==> src/rtl/memory_mfc_responder.sv <==
// memory_mfc_responder
// ---------------------------------------------------------------------------
// Responder end of the EN / R_W / MFC memory handshake. It accepts a read or
// write from the control FSMs, using the address from MAR and write data from
// MDR. After LATENCY rising edges it accesses an internal synchronous RAM and
// raises MFC. MFC is held until the requester drops EN.
//
// Handshake (4-phase):
//   The requester raises EN and holds it with R_W/address/data_in valid.
//   The request is accepted on the first edge where EN=1 and the responder
//   is idle. From then on, the request inputs are ignored.
//   MFC rises LATENCY edges after acceptance and stays high while EN=1.
//   The requester must then drop EN for at least one edge before it issues
//   another request.
//   If EN drops before MFC, the transaction is aborted: no RAM write takes
//   place and data_out keeps its previous value.
//
// Ports:
//   clock      system clock, rising edge
//   reset      synchronous, active-high
//   EN         request enable, held for the whole transaction
//   R_W        1 = read, 0 = write (latched at acceptance)
//   address    word address from MAR (latched at acceptance)
//   data_in    write data from MDR (latched at acceptance)
//   data_out   last completed read data, registered
//   MFC        memory function complete, registered
//   busy       high in WAIT and DONE, registered
//   state_dbg  current FSM state (0 = IDLE, 1 = WAIT, 2 = DONE)
// ---------------------------------------------------------------------------
module memory_mfc_responder #(
    parameter int ADDR_WIDTH = 8,
    parameter int DATA_WIDTH = 16,
    parameter int LATENCY    = 2     // legal range 1..15
) (
    input  logic                  clock,
    input  logic                  reset,
    input  logic                  EN,
    input  logic                  R_W,
    input  logic [ADDR_WIDTH-1:0] address,
    input  logic [DATA_WIDTH-1:0] data_in,
    output logic [DATA_WIDTH-1:0] data_out,
    output logic                  MFC,
    output logic                  busy,
    output logic [1:0]            state_dbg
);

    localparam int CNT_W = 4;
    localparam int DEPTH = 1 << ADDR_WIDTH;

    typedef enum logic [1:0] {
        S_IDLE = 2'd0,
        S_WAIT = 2'd1,
        S_DONE = 2'd2
    } state_t;

    state_t                  state;
    logic [CNT_W-1:0]        count;
    logic                    rw_q;
    logic [ADDR_WIDTH-1:0]   addr_q;
    logic [DATA_WIDTH-1:0]   data_q;
    logic [DATA_WIDTH-1:0]   mem [0:DEPTH-1];
    logic                    mem_we;

    assign state_dbg = state;

    // The write happens on the same edge that raises MFC. Reset and abort
    // both suppress it.
    assign mem_we = (state == S_WAIT) && EN && (count == '0) && !rw_q && !reset;

    // The RAM has no reset, so its contents survive a reset.
    always_ff @(posedge clock) begin
        if (mem_we) begin
            mem[addr_q] <= data_q;
        end
    end

    always_ff @(posedge clock) begin
        if (reset) begin
            state    <= S_IDLE;
            count    <= '0;
            rw_q     <= 1'b0;
            addr_q   <= '0;
            data_q   <= '0;
            data_out <= '0;
            MFC      <= 1'b0;
            busy     <= 1'b0;
        end else begin
            case (state)
                S_IDLE: begin
                    MFC <= 1'b0;
                    if (EN) begin
                        rw_q   <= R_W;
                        addr_q <= address;
                        data_q <= data_in;
                        count  <= CNT_W'(LATENCY - 1);
                        busy   <= 1'b1;
                        state  <= S_WAIT;
                    end
                end
                S_WAIT: begin
                    if (!EN) begin
                        busy  <= 1'b0;
                        state <= S_IDLE;
                    end else if (count != '0) begin
                        count <= count - 1'b1;
                    end else begin
                        if (rw_q) begin
                            data_out <= mem[addr_q];
                        end
                        MFC   <= 1'b1;
                        state <= S_DONE;
                    end
                end
                S_DONE: begin
                    // Hold MFC until the requester releases EN. No new
                    // request can start until the FSM has passed through IDLE.
                    if (!EN) begin
                        MFC   <= 1'b0;
                        busy  <= 1'b0;
                        state <= S_IDLE;
                    end
                end
                default: begin
                    MFC   <= 1'b0;
                    busy  <= 1'b0;
                    state <= S_IDLE;
                end
            endcase
        end
    end

endmodule
==> config.mk <==
export PLATFORM = sky130hd
export DESIGN_NAME = memory_mfc_responder
export DESIGN_NICKNAME = d
export VERILOG_FILES = /design/src/rtl/memory_mfc_responder.sv
export SDC_FILE = /design/constraint.sdc
export NUM_CORES = 2
export LEC_CHECK = 0
export ABC_AREA = 1
export CAP_MARGIN = 20
export CORE_MARGIN = 2
export CORE_UTILIZATION = 30
export CTS_BUF_LIST = sky130_fd_sc_hd__clkbuf_4
export DETAILED_ROUTE_END_ITERATION = 10
export DONT_BUFFER_PORTS = 1
export MAX_ROUTING_LAYER = met4
export PLACE_DENSITY = 0.42
export SYNTH_ARGS = -nofsm -noshare
export SYNTH_HDL_FRONTEND = slang
export SYNTH_SLANG_ARGS = --single-unit
==> constraint.sdc <==
create_clock -name clock -period 12 [get_ports clock]
set_input_delay 3.6 -clock clock [delete_from_list [all_inputs] [get_ports clock]]
set_output_delay 3.6 -clock clock [all_outputs]
set_load 0.01 [all_outputs]
# ---- Yosys cells after proc, flatten, opt, wreduce, memory -nomap -nowiden
# Memory sizes are Yosys's and may differ from the RTL's. A register that Yosys moved wholly into a read port is not among the register bits.
# Index checks and enable logic that the tools add are counted.
dict set report totals {
  register_bits 33
  memories 1
  word_cells 53
  input_bits 28
  out_inout_bits 20
  mem_bits_rw 4096
}
dict set report op_classes {
  reduce_logical 17
  eq_ne 9
  bitwise 1
  mux 17
  add_sub_neg 1
}
# name words width rd rd_ports_with_merged_regs wr line_no
set mem_list {}
lappend mem_list {mem 256 16 1 1 1 61} ;# logic [DATA_WIDTH-1:0] mem [0:DEPTH-1];
# operator count
set op_table {}
lappend op_table {{2-to-1 mux 4 bit} 3}
lappend op_table {{!= test 2 bit (second input constant)} 5}
lappend op_table {{2-to-1 mux 2 bit} 4}
lappend op_table {{case mux 4 bit (2 select lines)} 1}
lappend op_table {{AND reduction 4 bit} 2}
lappend op_table {{2-to-1 mux 1 bit} 6}
lappend op_table {{case mux 2 bit (3 select lines)} 1}
lappend op_table {{AND reduction 3 bit} 2}
lappend op_table {{logical AND 1 bit} 4}
lappend op_table {{logical NOT 4 bit} 1}
lappend op_table {{case mux 1 bit (2 select lines)} 2}
lappend op_table {{AND reduction 2 bit} 2}
lappend op_table {{nonzero test 4 bit} 1}
lappend op_table {{subtractor 4 x 1 -> 4 bit (second input constant)} 1}
lappend op_table {{!= test 3 bit (second input constant)} 1}
lappend op_table {{equality test 2 x 1 -> 1 bit (second input constant)} 1}
lappend op_table {{equality test 2 bit (second input constant)} 1}
lappend op_table {{logical NOT 1 bit} 2}
lappend op_table {{logical NOT 2 bit} 1}
lappend op_table {{!= test 2 x 1 -> 1 bit (second input constant)} 1}
lappend op_table {{nonzero test 2 bit} 1}
lappend op_table {{OR reduction 2 bit} 1}
lappend op_table {{NOT 1 bit} 1}

# ---- Logic depth before layout (Yosys ltp)
dict set report depth {
  depth_word 7
  depth_mapped 19
  depth_no_buf 15
}

# ---- Worst setup path before layout
# Ideal clock, no wire load.
dict set report synth_timing {
  path_type {in2reg}
  from {in EN}
  to {mem mem[112][0] (enable)}
  arrival_time_ns 5.556
  setup_ns 0.388
  slack_ns 6.056
  required_ns 11.612
  path_stages 8
  cell_sequence {clkbuf_1 -> nand2_1 -> nor2_1 -> nand3_1 -> nor3_2 -> nand2_1 -> clkbuf_1 -> nor2_1}
}
dict set report synth_between {
  elab_chain_cells 6
}
# item line_no
set synth_rtl {}
lappend synth_rtl {{start: declaration} 37} ;# input logic EN,
lappend synth_rtl {{logical AND 1 bit (4 in a row)} 68} ;# assign mem_we = (state == S_WAIT) && EN && (count == '0) && !rw_q && !reset;
lappend synth_rtl {{2-to-1 mux 1 bit} 72} ;# if (mem_we) begin
lappend synth_rtl {{2-to-1 mux 1 bit (implied by the code)} 73} ;# mem[addr_q] <= data_q;
lappend synth_rtl {{end: declaration} 61}
# No other way between the ends.

# ---- Final worst setup path
dict set report layout_timing {
  from {reg data_out[5] (read register of mem)}
  to {out data_out[5]}
}
# item line_no
set layout_rtl {}
lappend layout_rtl {{start: declaration} 41} ;# output logic [DATA_WIDTH-1:0] data_out,
# No word-level cell between the ends.

==> reports/metrics.yaml <==
p_seq_share_pct: 48.3
slew_violations: 0
drc_errors: 0
grt_overflow_total: 0
clk_path_buf_depth: 5
p_clk_share_pct: 36.7
hp-start: "count[0]"
yosysTopAreaCellShare_pct: 73.5
cts_buffers: 1198
critPathArrivalTime_ns: 2.56
timing.rr.end: "data_out[4]"
synth-warning-count: 0
hp-class: "reg2reg"
cts_resized: 0
coreArea_um2: 556000
cts_hold_buffers: 0
area.growth.synth_to_final_pct: 14.2
endpoint_kind: "output port"
syn_avg_cell_area_um2: 11.2
h-tree-depth: 7
io_pins: 48
synthDistinctLibCells: 28
reg2regPathDepth: 17
final_nets: 15800
required_ns: 8.40
post_cts_buffers: 0
p_switching_uw: 10300
async_flop_share_pct: 0
grt_pass1_vias: 111000
track_usage_pct: 21.3
synth.area.top_cells: "edfxtp_1 74%, nand2_1 17%, nand3_1 2.2%, nor2_1 2.1%, buf_2 1.5%"
whs_ns: 0.497
wl_met3_mm: 40.8
finalSetupTns_ns: 0
pwr-share-comb_pct: 15.0
highest_layer: "met4"
antenna_found_initial: 50
route.met2.wl_mm: 265
synth_ff_type: "edfxtp_1"
dieHeight_um: 751
wl_met1_mm: 273
hold_violations: 0
rsz0062_at_grt: "no"
maxCapViolCount: 0
path_max_fanout: 2
yosysSeqAreaShare_pct: 74.1
die-area_um2: 564000
io_buffers: 0
skew_ns: 0.132
first_pass_iters: 5
path_clk_slew_ns: 0.07
fp-row-count: 274
synth_edf_count: 4096
synth_top_cell_by_area: "edfxtp_1"
wirelength_mm: 590
worst_pin_slew_ns: 1.16
first_iter_violations: 11600
status: "finished clean"
syn_inst: 14900
p_sw_share_pct: 30.0
wl_per_cell_um: 24.6
viasPerCell: 4.77
internal_power_uw: 24000
cts_tree: "built"
start_util_pct: 30.1
drive_above_1_share_pct: 14.1
min_period_over_period_pct: 51.4
holdPathEnd: "count[0]"
cts.sinks: 4145
finalSetupViolCount: 0
grt_max_degree: 150
start_kind: "register"
reg2reg_from: "addr_q[0]"
leakagePower_uw: 0.0728
hold_path_depth: 2
p_per_area_nw_per_um2: 179
grt_pass1_wl_mm: 831
timing.fmax_mhz: 162
syn-cell-area_um2: 167000
dp_hpwl_mm: 343
synth_nets: 14900
num_vias: 114000
slew_headroom_pct: 23.0
vdd_drop_max_mv: 0.0982
yosys_register_bits: 4145
cts_root_buf: "clkbuf_4"
min_period_ns: 6.16
crit_type: "reg2out"
die_w_um: 751
ant_nets: 0
clock_latency_ns: 1.81
rrSetupSlack_ns: 6.77
fill_cells: 56700
gp_congestion: 0.844
[synthesized netlist by cell type, drive strengths merged, types with 5 or more instances]
library cell,number
ha,5
edfxtp,4096
o21ai,198
nand4,310
nor2,942
a21oi,152
nand2,7510
nand3,752
nor3,8
buf,570
inv,30
clkbuf,244
dfxtp,49
clkinv,8
[kinds of logic after synthesis]
group	count (synthesis)	synth area share (%)
buffers and inverters	852	2.38
AO/OA/AOI/OAI	352	1.05
flip-flops	4145	74.1
adder cells (fa/ha/maj)	5	0.0374
AND/OR/NAND/NOR	9524	22.4
[how the worst max path moves through the flow]
stage	cells after the start	startpoint	slack [ns]	to
final	0	data_out[5]	5.84	data_out[5]
after detailed placement	8	EN	4.56	mem[91][10]
after CTS	0	data_out[5]	5.53	data_out[5]
after global routing	0	data_out[5]	5.66	data_out[5]
after global placement	6	EN	4.48	mem[217][7]
after floorplan	8	EN	6.06	mem[112][0]
[sequential cells by signal (all words and copies together) (netlist names)]
register / flops
mem: 4096
MFC: 1
data_out: 16
state_dbg: 2
busy: 1
addr_q: 8
count: 4
rw_q: 1
data_q: 16
[metrics by stage]
| step | std cells | power [µW] | worst slack [ns] | cell area (µm²) | util, % |
|---|---|---|---|---|---|
| global placement | 22000 | 22000 | 4.48 | 177000 | 31.8 |
| detailed placement | 22000 | 22000 | 4.56 | 177000 | 31.8 |
| finish | 24000 | 34200 | 5.84 | 191000 | 34.4 |
| floorplan | 14900 | 19600 | 6.06 | 167000 | - |
| CTS | 23900 | 34700 | 5.53 | 191000 | 34.3 |
| global route | 23900 | 35800 | 5.66 | 191000 | 34.4 |
[routing by layer]
layer,global-route usage (%),up-vias
met5,-,-
met4,5.89,0
li1,-,52700
met2,31.5,4044
met1,29.7,57000
met3,4.39,634
[cell type report]
class	instances	area, µm²	area share (%)
antenna	31	77.6	0.0406
clock buffer	1737	13000	6.83
multi-input combinational	9881	39500	20.7
timing repair buffer	485	4020	2.11
tap	7452	9320	4.88
sequential	4145	124000	64.9
inverter	38	174	0.0910
clock inverter	185	823	0.431
[power by group through the flow]
| stage | clock, µW | combinational [µW] | sequential (µW) |
|---|---|---|---|
| floorplan | 0 | 2470 | 17100 |
| global placement | 0 | 5190 | 16900 |
| detailed placement | 0 | 5180 | 16900 |
| CTS | 13000 | 5190 | 16500 |
| global route | 13700 | 5550 | 16500 |
| finish | 12500 | 5140 | 16500 |
[cell usage in the layout, fill, tap and decap left out]
master	instances
nand2_1	7491
edfxtp_1	4096
clkbuf_4	1737
nor2_1	931
nand3_1	752
buf_4	451
nand4_1	310
clkinv_1	156
a21oi_1	152
o21ai_0	101
o21ai_1	97
diode_2	31
dfxtp_1	31
buf_12	29
inv_1	27
inv_2	18
dfxtp_4	18
nand2_4	17
clkinv_2	13
nor2_2	5
nor2_4	5
ha_1	5
buf_6	5
nor3_2	4
bufinv_16	4
nor3_1	3
inv_8	2
nand2_2	2
clkinvlp_4	2
inv_16	1
nor3_4	1
nor2_8	1
o22ai_1	1
and3_1	1
nor4_1	1
a31oi_1	1
Note: power is estimated with default switching activity, not from simulation.
